## src/rtl/mem_bus_arbiter.sv

```systemverilog
// mem_bus_arbiter: round-robin IM/DM master arbiter with BRAM/UART
// address decode and one single-outstanding slave transaction.
// Ports:
//   clk, reset_n       - clock, async active-low reset
//   im_*               - fetch master (addr/valid in, rdata/ready/err out)
//   dm_*               - load/store master (addr/wdata/wmask/we/valid in,
//                        rdata/ready/err out)
//   s_addr/wdata/wmask/we - shared slave payload (region-relative addr)
//   bram_valid/rdata/ready, uart_valid/rdata/ready - per-slave handshake
module mem_bus_arbiter #(
  parameter logic [31:0] BRAM_BASE = 32'h0000_0000,
  parameter logic [31:0] BRAM_LEN  = 32'h0001_0000,
  parameter logic [31:0] UART_BASE = 32'h1000_0000,
  parameter logic [31:0] UART_LEN  = 32'h0000_0028,
  parameter int unsigned TIMEOUT   = 255
) (
  input  logic        clk,
  input  logic        reset_n,
  input  logic [31:0] im_addr,
  input  logic        im_valid,
  output logic [31:0] im_rdata,
  output logic        im_ready,
  output logic        im_err,
  input  logic [31:0] dm_addr,
  input  logic [31:0] dm_wdata,
  input  logic [3:0]  dm_wmask,
  input  logic        dm_we,
  input  logic        dm_valid,
  output logic [31:0] dm_rdata,
  output logic        dm_ready,
  output logic        dm_err,
  output logic [31:0] s_addr,
  output logic [31:0] s_wdata,
  output logic [3:0]  s_wmask,
  output logic        s_we,
  output logic        bram_valid,
  input  logic [31:0] bram_rdata,
  input  logic        bram_ready,
  output logic        uart_valid,
  input  logic [31:0] uart_rdata,
  input  logic        uart_ready
);

  typedef enum logic [1:0] {
    IDLE,
    BUSY,
    DONE
  } state_e;

  localparam logic [7:0] TO = 8'(TIMEOUT);

  state_e      state_q, state_d;
  logic        last_q, last_d;
  logic        gnt_q, gnt_d;
  logic        sel_q, sel_d;
  logic [7:0]  cnt_q, cnt_d;

  logic [31:0] im_rdata_q, im_rdata_d;
  logic        im_ready_q, im_ready_d;
  logic        im_err_q, im_err_d;
  logic [31:0] dm_rdata_q, dm_rdata_d;
  logic        dm_ready_q, dm_ready_d;
  logic        dm_err_q, dm_err_d;
  logic [31:0] s_addr_q, s_addr_d;
  logic [31:0] s_wdata_q, s_wdata_d;
  logic [3:0]  s_wmask_q, s_wmask_d;
  logic        s_we_q, s_we_d;
  logic        bram_valid_q, bram_valid_d;
  logic        uart_valid_q, uart_valid_d;

  // last_q/gnt_q: 1 = DM. last_q only moves on contention.
  logic        pick_dm;
  logic [31:0] r_addr;
  logic [31:0] r_wdata;
  logic [3:0]  r_wmask;
  logic        r_we;

  always_comb begin
    pick_dm = dm_valid & (~im_valid | ~last_q);
    r_addr  = pick_dm ? dm_addr : im_addr;
    r_wdata = pick_dm ? dm_wdata : 32'h0;
    r_wmask = pick_dm ? dm_wmask : 4'hf;
    r_we    = pick_dm & dm_we;
  end

  // 33-bit difference: bit 32 is the borrow, set when addr < base.
  logic [32:0] b_diff;
  logic [32:0] u_diff;
  logic        b_hit;
  logic        u_hit;

  assign b_diff = {1'b0, r_addr} - {1'b0, BRAM_BASE};
  assign u_diff = {1'b0, r_addr} - {1'b0, UART_BASE};
  assign b_hit  = ~b_diff[32] & (b_diff[31:0] < BRAM_LEN);
  assign u_hit  = ~u_diff[32] & (u_diff[31:0] < UART_LEN);

  logic        fin;
  logic        fin_err;
  logic [31:0] fin_data;
  logic        slv_rdy;

  always_comb begin
    state_d      = state_q;
    last_d       = last_q;
    gnt_d        = gnt_q;
    sel_d        = sel_q;
    cnt_d        = cnt_q;
    im_rdata_d   = im_rdata_q;
    dm_rdata_d   = dm_rdata_q;
    im_ready_d   = 1'b0;
    im_err_d     = 1'b0;
    dm_ready_d   = 1'b0;
    dm_err_d     = 1'b0;
    s_addr_d     = s_addr_q;
    s_wdata_d    = s_wdata_q;
    s_wmask_d    = s_wmask_q;
    s_we_d       = s_we_q;
    bram_valid_d = bram_valid_q;
    uart_valid_d = uart_valid_q;
    fin          = 1'b0;
    fin_err      = 1'b0;
    fin_data     = 32'h0;
    slv_rdy      = sel_q ? uart_ready : bram_ready;

    unique case (state_q)
      IDLE: begin
        if (im_valid || dm_valid) begin
          gnt_d     = pick_dm;
          if (im_valid && dm_valid) last_d = pick_dm;
          s_wdata_d = r_wdata;
          s_wmask_d = r_wmask;
          s_we_d    = r_we;
          cnt_d     = 8'h0;
          if (b_hit) begin
            s_addr_d     = b_diff[31:0];
            sel_d        = 1'b0;
            bram_valid_d = 1'b1;
            state_d      = BUSY;
          end else if (u_hit) begin
            s_addr_d     = u_diff[31:0];
            sel_d        = 1'b1;
            uart_valid_d = 1'b1;
            state_d      = BUSY;
          end else begin
            s_addr_d = r_addr;
            fin      = 1'b1;
            fin_err  = 1'b1;
            state_d  = DONE;
          end
        end
      end
      BUSY: begin
        if (slv_rdy) begin
          fin      = 1'b1;
          fin_data = sel_q ? uart_rdata : bram_rdata;
        end else begin
          cnt_d = cnt_q + 8'd1;
          if (cnt_d == TO) begin
            fin     = 1'b1;
            fin_err = 1'b1;
          end
        end
        if (fin) begin
          bram_valid_d = 1'b0;
          uart_valid_d = 1'b0;
          state_d      = DONE;
        end
      end
      DONE: begin
        state_d = IDLE;
        cnt_d   = 8'h0;
      end
      default: state_d = IDLE;
    endcase

    // Completion is registered so the pulse lands in the DONE cycle.
    if (fin) begin
      if (gnt_d) begin
        dm_ready_d = 1'b1;
        dm_err_d   = fin_err;
        dm_rdata_d = fin_data;
      end else begin
        im_ready_d = 1'b1;
        im_err_d   = fin_err;
        im_rdata_d = fin_data;
      end
    end
  end

  always_ff @(posedge clk or negedge reset_n) begin
    if (!reset_n) begin
      state_q      <= IDLE;
      last_q       <= 1'b0;
      gnt_q        <= 1'b0;
      sel_q        <= 1'b0;
      cnt_q        <= 8'h0;
      im_rdata_q   <= 32'h0;
      im_ready_q   <= 1'b0;
      im_err_q     <= 1'b0;
      dm_rdata_q   <= 32'h0;
      dm_ready_q   <= 1'b0;
      dm_err_q     <= 1'b0;
      s_addr_q     <= 32'h0;
      s_wdata_q    <= 32'h0;
      s_wmask_q    <= 4'h0;
      s_we_q       <= 1'b0;
      bram_valid_q <= 1'b0;
      uart_valid_q <= 1'b0;
    end else begin
      state_q      <= state_d;
      last_q       <= last_d;
      gnt_q        <= gnt_d;
      sel_q        <= sel_d;
      cnt_q        <= cnt_d;
      im_rdata_q   <= im_rdata_d;
      im_ready_q   <= im_ready_d;
      im_err_q     <= im_err_d;
      dm_rdata_q   <= dm_rdata_d;
      dm_ready_q   <= dm_ready_d;
      dm_err_q     <= dm_err_d;
      s_addr_q     <= s_addr_d;
      s_wdata_q    <= s_wdata_d;
      s_wmask_q    <= s_wmask_d;
      s_we_q       <= s_we_d;
      bram_valid_q <= bram_valid_d;
      uart_valid_q <= uart_valid_d;
    end
  end

  assign im_rdata   = im_rdata_q;
  assign im_ready   = im_ready_q;
  assign im_err     = im_err_q;
  assign dm_rdata   = dm_rdata_q;
  assign dm_ready   = dm_ready_q;
  assign dm_err     = dm_err_q;
  assign s_addr     = s_addr_q;
  assign s_wdata    = s_wdata_q;
  assign s_wmask    = s_wmask_q;
  assign s_we       = s_we_q;
  assign bram_valid = bram_valid_q;
  assign uart_valid = uart_valid_q;

endmodule

```

## config.mk

```make
export PLATFORM = sky130hd
export DESIGN_NAME = mem_bus_arbiter
export DESIGN_NICKNAME = d
export VERILOG_FILES = /design/src/rtl/mem_bus_arbiter.sv
export SDC_FILE = /design/constraint.sdc
export NUM_CORES = 1
export LEC_CHECK = 0
export CAP_MARGIN = 20
export CELL_PAD_IN_SITES_DETAIL_PLACEMENT = 1
export CELL_PAD_IN_SITES_GLOBAL_PLACEMENT = 1
export CORE_ASPECT_RATIO = 2
export CORE_MARGIN = 10
export CORE_UTILIZATION = 28
export CTS_BUF_LIST = sky130_fd_sc_hd__clkbuf_16
export DETAILED_ROUTE_END_ITERATION = 7
export PLACE_DENSITY_LB_ADDON = 0.1
export SYNTH_ARGS = -nofsm -noshare
export SYNTH_HDL_FRONTEND = slang
export SYNTH_SLANG_ARGS = --single-unit
```

## constraint.sdc

```tcl
create_clock -name clk -period 2.5 [get_ports clk]
set_input_delay 0.25 -clock clk [delete_from_list [all_inputs] [get_ports clk]]
set_output_delay 0.25 -clock clk [all_outputs]
set_load 0.02 [all_outputs]
```

==> metrics.cfg, run 1 <==
[timing]
clock_skew_ps = 11.5
finalCritPeriodShare_pct = 102
fmax_mhz = 394
slew_headroom_pct = 54.5
min_period_ps = 2540
worstMarginPinSlew_ps = 682
worst_hold_slack_ps = 373
setup_viol = 27
fin_setup_tns_ps = -577
layout_setup_ws_ps = -41.0
finalHoldViolations = 0
slew_violations = 0
rsz0062_at_grt = yes

[finish]
drive_gt1_share_pct = 14.2
mostFrequentLayoutCells = 308 x clkdlybuf4s50_1, 151 x dfrtp_1, 140 x nand2_1
nets = 1180
syn_to_final_growth_pct = 63.7
diodes = 0
final_common_cell = clkdlybuf4s50_1
final_core_util_pct = 46.2

[floorplanning]
initial_core_util_pct = 28.2
die_y_um = 244
fp.dieW_um = 132
die-area_um2 = 32300
num_rows = 82
core_um2 = 24900
top_level_ports = 310

[routing]
first_iter_violations = 263
ant_nets = 0
wire_per_inst_um = 22.3
routed_wirelength_um = 30200
dr.pass1.iters = 4
routed_via_density = 4.88
drc_errors = 0
vias = 6613

[setup_path]
cp.required_ps = 2830
crit_top_cell = buf_4
critPathCaptureType = flop
path_cells = a21bo_1 -> mux2i_2 -> buf_4 -> buf_4 -> ha_1 -> xor2_2 -> o211a_4 -> a211o_4 -> clkbuf_16 -> a31o_2
cpMaxStageDelayCell = dfrtp_1
crit_path_max_fanout = 6
critical_path_class = reg -> reg
worst_setup_path_start_kind = flop
cp.arrival_ps = 2870
critical-path-max-stage-delay_ps = 410
reg2reg_depth = 10

[place]
dp_hpwl_um = 22500
gp_congestion = 0.790
port_buffers = 309
dp_slack_ps = -438

[hold_path]
min_path_cells = 3
min_path_type = in -> reg

[yosys]
synth_seq_cells = 152
synth.avg_cell_area_um2 = 10.4
synth_mux_area_share_pct = 6.03
synth_nets = 849
netlist_top_cells_area = dfrtp_1 54%, nand2_1 7.5%, mux2_2 5.1%
ys_types = 51
synthSimpleGateAreaFrac_pct = 12.8
synth-compound-area-share_pct = 21.6
synth_top_family_by_area = compound AO/OA/AOI/OAI gates
synth_area_um2 = 7040
synth-adder-area-share_pct = 0.711
yosysTopAreaCellShare_pct = 54.1
async_flop_share_pct = 100
synth_edf_count = 0
seq_area_frac_synth_pct = 54.1
syn_inst = 674
yosysTopAreaCell = dfrtp_1
yosysWarnings = 0
ys.flop_type = dfrtp_1
synth_xor_xnor_area_share_pct = 0.978

[clocking]
clock_latency_ps = 440
cts_buffers = 17
htree_levels = 4
root_buffer = clkbuf_16
clk_pin_slew_ps = 70
cts_tree = yes
clock_path_buffers = 2
tritoncts_num_sinks = 152

[outcome]
status = finished with violations
violations = setup timing

[grt]
grt_antenna_before_repair = 0
grt.total_usage_pct = 18.1
globalRouteOverflowTotal = 0
grt_pass1_vias = 7351
grt_pass1_wl_um = 45700
grt_max_degree = 64

[power]
power.density_nw_per_um2 = 792
ir_drop_uv = 463
p_leak_uw = 0.00473
finalPower_uw = 9120

[run]
cap_viol_max_count = 0

[Yosys cell counts (all sizes together), types with 2 or more instances]
cell and count:
a21bo 2, a21oi 7, a22o 33, a31o 32, a31oi 28, and3 4
buf 13, clkbuf 36, dfrtp 152, ha 4, inv 7, mux2 32
mux2i 6, nand2 140, nand2b 4, nand3 3, nand4 4, nor2 36
nor3 10, nor4 9, o21a 3, o21ai 45, o22a 4, o2bb2ai 33
o31ai 4, or3 2, xnor2 3, xor2 4
[worst max-delay path: cells and delay by family, from the launching register on]
kind	cells	cell delay [ps]
multiplexers	1	170
adder cells (fa/ha/maj)	1	220
AO/OA/AOI/OAI	4	1000
buffers and inverters	3	450
XOR/XNOR	1	200
flip-flops	1	410
[registers in the layout (all words and copies together) (netlist names)]
| register | flops |
|---|---|
| dm_rdata | 32 |
| im_rdata | 32 |
| s_addr | 32 |
| s_wdata | 32 |
| cnt_q | 8 |
| s_wmask | 4 |
| state_q | 2 |
| bram_valid | 1 |
| dm_err | 1 |
| dm_ready | 1 |
| gnt_q | 1 |
| im_err | 1 |
| im_ready | 1 |
| last_q | 1 |
| s_we | 1 |
| sel_q | 1 |
| uart_valid | 1 |
[kinds of logic after synthesis]
family | after synthesis
adder cells (fa/ha/maj) | 4
XOR/XNOR | 7
flip-flops | 152
AND/OR/NAND/NOR | 215
multiplexers | 38
buffers and inverters | 56
AO/OA/AOI/OAI | 202
[through the flow]
step / instance area [um2] / instances
3_3_place_gp: 10800 / 1313
3_5_place_dp: 10800 / 1313
6_report: 11500 / 1354
5_1_grt: 11500 / 1354
2_1_floorplan: 7040 / 674
4_1_cts: 11300 / 1348
[power breakdown]
part,switching [uW],leakage (uW),internal (uW)
registers,330,0.00196,2940
logic,1710,0.00249,1630
clock network,1200,0.000277,1310
total,3240,0.00473,5880
[timing repair]
action	CTS	global route
resized for setup	2	12
hold buffers	1	0
pin swaps	0	7
gates cloned	0	5
hold endpoints to repair	60	0
buffers inserted	2	1
setup endpoints to repair	68	70
[worst paths after layout]
kind                            startpoint      endpoint  slack [ps]
worst max-delay path                last_q   im_rdata[0]         -40
worst min-delay path            dm_addr[2]     s_addr[2]         370
worst max register to register      last_q   im_rdata[0]         -40
worst min register to register  s_addr[28]    s_addr[28]         480
max in group asynchronous          reset_n         sel_q        1370
min in group asynchronous          reset_n  im_rdata[27]         390
[layout make-up]
cell class,instances,area (um2)
clock inverter,15,133
inverter,7,26.3
fill,2758,13400
tap,336,420
timing repair buffer,361,3650
multi-input combinational,466,3050
sequential,152,3800
clock buffer,17,425
[metal layers]
metal	wire [um]	GRT usage [%]
met4	582	5.72
met2	16500	33.3
met3	1900	5.75
met5	0	0
met1	11300	19.1
No activity file was read; power rests on OpenSTA's default activity.
==> run 2, diff against run 1 <==
Settings changed: CAP_MARGIN 20 to default.
==> results of run 2 <==
Same layout as run 1: the final DEF is identical, and so are final timing and power.
==> edit 1: new RTL, flow settings as in run 1 <==
`im_rdata_q`, `dm_rdata_q`, `s_addr_q` and `s_wdata_q` no longer have a reset.
--- a/src/rtl/mem_bus_arbiter.sv
+++ b/src/rtl/mem_bus_arbiter.sv
@@ -194,14 +194,10 @@
       gnt_q        <= 1'b0;
       sel_q        <= 1'b0;
       cnt_q        <= 8'h0;
-      im_rdata_q   <= 32'h0;
       im_ready_q   <= 1'b0;
       im_err_q     <= 1'b0;
-      dm_rdata_q   <= 32'h0;
       dm_ready_q   <= 1'b0;
       dm_err_q     <= 1'b0;
-      s_addr_q     <= 32'h0;
-      s_wdata_q    <= 32'h0;
       s_wmask_q    <= 4'h0;
       s_we_q       <= 1'b0;
       bram_valid_q <= 1'b0;
@@ -212,19 +208,22 @@
       gnt_q        <= gnt_d;
       sel_q        <= sel_d;
       cnt_q        <= cnt_d;
-      im_rdata_q   <= im_rdata_d;
       im_ready_q   <= im_ready_d;
       im_err_q     <= im_err_d;
-      dm_rdata_q   <= dm_rdata_d;
       dm_ready_q   <= dm_ready_d;
       dm_err_q     <= dm_err_d;
-      s_addr_q     <= s_addr_d;
-      s_wdata_q    <= s_wdata_d;
       s_wmask_q    <= s_wmask_d;
       s_we_q       <= s_we_d;
       bram_valid_q <= bram_valid_d;
       uart_valid_q <= uart_valid_d;
     end
+  end
+
+  always_ff @(posedge clk) begin
+    im_rdata_q <= im_rdata_d;
+    dm_rdata_q <= dm_rdata_d;
+    s_addr_q   <= s_addr_d;
+    s_wdata_q  <= s_wdata_d;
   end
 
   assign im_rdata   = im_rdata_q;
Formal check against the unedited RTL: not equivalent (a bounded check fails within 4 cycles, from zero or initial values and one cycle with reset_n low).
==> edit 1 against run 1 <==
First-iteration DRC count did not move; power fell by 17%; the flow still finishes with violations (setup timing); sequential cell count did not move; clock skew fell by 0.0032 ns; worst setup slack got worse by 0.27 ns; count of clock-buffer cells in the layout did not move; largest power group is now sequential cells; global-route usage fell by 2.2 points; wire length fell by 18%; final area fell by 4.7%; synthesized area fell by 8.9%.
==> edit 1: results (changes against run 1) <==
| Metric | Value |
|---|---|
| Status | finished with violations |
| Failing checks | setup timing |
| Total global-route track usage | 15.9% (-2.2 points) |
| Signal buffers | 364 (+0.83%) |
| Post-route core utilization | 48.5% (+2.3 points) |
| Routed via count | 5,375 (-19%) |
| Buffer share of cell area | 32.8% (+1.1 points) |
| Mux contribution to synthesized area | 6.11% (+0.079 points) |
| Fraction of area in multi-input gates | 18.2% (-8.3 points) |
| Setup WS pre-CTS | -0.618 ns (-0.180 ns) |
| Top cells by count, synth | edfxtp_1, nand2_1, nor2_1, mux2i_1, and2_1 |
| Largest net degree at the start of global routing | 69 (+7.8%) |
| Crit path to | dm_rdata[1] |
| Antenna violations before repair | 1 (+1) |
| Peak VDD IR | 434 uV (-6.3%) |
| Post-synthesis instance total | 497 (-26%) |
| Routed Wire Length | 24,600 um (-18%) |
| Fillers | 2,420 (-12%) |
| Placed Area | 0.0103 mm^2 (-4.6%) |
| Buf/Inv on CP | 2 (-1) |
| Final Wtd Congestion | 0.821 (+4.0%) |
| Final Setup Violations | 66 (+140%) |
| Slew at the pin closest to its max-slew limit | 0.805 ns (+0.122 ns) |
| Share of layout cells above drive strength 1 | 12.7% (-1.5 points) |
| Sequential element share of the synthesized area | 69.3% (+15 points) |
| Combinational cell power | 1.93 mW (-42%) |
| Global-route wire length before repair | 35,900 um (-22%) |
| Clock-cell share | 5.05% (+0.21 points) |
| CP max FO | 7 (+1) |
| Synth unique cells | 49 (-3.9%) |
| Die area | 0.0297 mm^2 (-7.8%) |
| Asr flop ratio synth | 15.8% (-84 points) |
| Synth Area in Compound Gates | 6.34% (-15 points) |
| Met1 wire length | 8840 um (-21%) |
| Met2 Routed Length | 12,900 um (-22%) |
| Synth top area cells | edfxtp_1, dfrtp_1, mux2i_1, nand2_1, and2_1 |
| Seq_cells | 152 (unchanged) |
| Worst hold path type | primary input to asynchronous set/reset pin |
| Xor/xnor share of the synthesized area | 0.410% (-0.57 points) |
| Post-Synth Adder-Cell Area | 0.780% (+0.069 points) |
| Reg power frac | 42.4% (+6.5 points) |
| Post-synth EDFFs | 128 (+128) |
| Leak | 4.12 nW (-13%) |
| Syn nets | 672 (-21%) |
| Hpwl dp | 19,300 um (-14%) |
| Post-route setup slack | -0.314 ns (-0.273 ns) |
[edit 1: cell count changes after synthesis, sizes merged, moves of 31 or more]
cell / run 1 / this run
a31o: 32 / 1
mux2: 32 / 1
mux2i: 6 / 38
a22o: 33 / 1
nand2: 140 / 99
dfrtp: 152 / 24
edfxtp: 0 / 128
and2: 1 / 33
o2bb2ai: 33 / 1
[edit 1: worst min path at each step]
stage / start / endpoint / slack (ns) / cells past startpoint
floorplan: reset_n / bram_valid / -0.05 / 0
global placement: cnt_q[7] / cnt_q[7] / 0.47 / 1
detailed placement: cnt_q[7] / cnt_q[7] / 0.48 / 1
CTS: reset_n / cnt_q[0] / 0.29 / 1
global route: reset_n / cnt_q[0] / 0.35 / 1
finish: reset_n / cnt_q[0] / 0.29 / 1
[edit 1: repair_timing]
action,CTS,global route
pin swaps,0,8
buffers inserted,0,4
endpoints found under the setup margin,73,74
gates resized for setup,7,9
gates cloned,0,3
==> edit 2: new RTL, config.mk and constraints of run 1 <==
Without the edit above. Set the parameter `UART_LEN` to 32'h00000014 (it was 32'h0000_0028).
--- a/src/rtl/mem_bus_arbiter.sv
+++ b/src/rtl/mem_bus_arbiter.sv
@@ -11,7 +11,7 @@
   parameter logic [31:0] BRAM_BASE = 32'h0000_0000,
   parameter logic [31:0] BRAM_LEN  = 32'h0001_0000,
   parameter logic [31:0] UART_BASE = 32'h1000_0000,
-  parameter logic [31:0] UART_LEN  = 32'h0000_0028,
+  parameter logic [31:0] UART_LEN  = 32'h00000014,
   parameter int unsigned TIMEOUT   = 255
 ) (
   input  logic        clk,
Formal check against the unedited RTL: not equivalent (Yosys sat finds a counterexample within 4 cycles, from zero or initial values and one cycle with reset_n low).
==> edit 2 against run 1 <==
The run still ends with setup timing left; power is 12% lower; final area is 4.3% higher; highest routed layer unchanged; core utilization is 0.65 points higher; sequential power is 10% lower; wire length is 2.6% higher; sequential cell count stayed put; synthesized area is 3.6% higher; worst setup slack better by 0.0060 ns.
==> edit 2: results (changes against run 1) <==
| Metric | Value |
|---|---|
| Cell total after placement | 1,334 (+1.6%) |
| Multi-input gates | 445 (-4.5%) |
| Status | finished with violations |
| Post-Synth Adder-Cell Area | 0.686% (-0.025 points) |
| Buffer share of cell area | 32.6% (+0.86 points) |
| Post-route setup slack | -0.0351 ns (+0.00598 ns) |
| Syn nets | 839 (-1.2%) |
| Global-route wire length before repair | 46,500 um (+1.6%) |
| Final Setup Violations | 19 (-30%) |
| Synth Area in Compound Gates | 19.4% (-2.1 points) |
| First DRT Iteration DRCs | 237 (-9.9%) |
| Share of layout cells above drive strength 1 | 16.3% (+2.0 points) |
| Slew HR | 58.7% (+4.1 points) |
| Met3 usage | 5.41% (-0.34 points) |
| Final #Nets | 1,196 (+1.4%) |
| Placed Area | 0.0113 mm^2 (+5.5%) |
| Synth top area cells | dfrtp_1, mux2_4, mux2i_1, a22o_1, o221ai_1 |
| Seq_cells | 152 (unchanged) |
| Peak VDD IR | 450 uV (-2.7%) |
| Detailed-route wire length per cell | 22.6 um (+1.1%) |
| Xor/xnor share of the synthesized area | 0.721% (-0.26 points) |
| Clock-cell share | 4.11% (-0.73 points) |
| Met3 Wirelength | 1710 um (-9.9%) |
| Fin area | 0.0120 mm^2 (+4.3%) |
| Worst hold path type | primary input to asynchronous set/reset pin |
| Antenna violations before repair | 2 (+2) |
| Met1 wire length | 11,100 um (-1.1%) |
| Mux contribution to synthesized area | 11.8% (+5.8 points) |
| Total global-route track usage | 18.1% (about the same) |
| Routed Wire Length | 31,000 um (+2.6%) |
| Met2 Use GR | 35.0% (+1.7 points) |
| Failing checks | setup timing |
-- edit 2: cells by family (layout without fill, tap and decap cells) --
group	Yosys count	after routing
XOR/XNOR	6	6
buffers and inverters	67	435
adder cells (fa/ha/maj)	4	4
multiplexers	71	71
flip-flops	152	152
other	0	2
AO/OA/AOI/OAI	177	177
AND/OR/NAND/NOR	187	187
-- edit 2: power groups by stage --
stage	combinational (mW)	sequential [mW]	clock (mW)
after floorplan	0.883	3.32	0
after global placement	2.65	2.96	0
after detailed placement	2.67	2.98	0
after CTS	2.80	2.93	2.36
after global routing	2.97	2.97	2.45
final	2.78	2.93	2.27
-- edit 2: timing repair --
item	in CTS	in global routing
endpoints found under the hold margin	50	0
hold buffers	1	0
gates resized for setup	3	10
pin swaps	2	6
endpoints found under the setup margin	21	68
gates cloned	2	2
buffers inserted	4	1
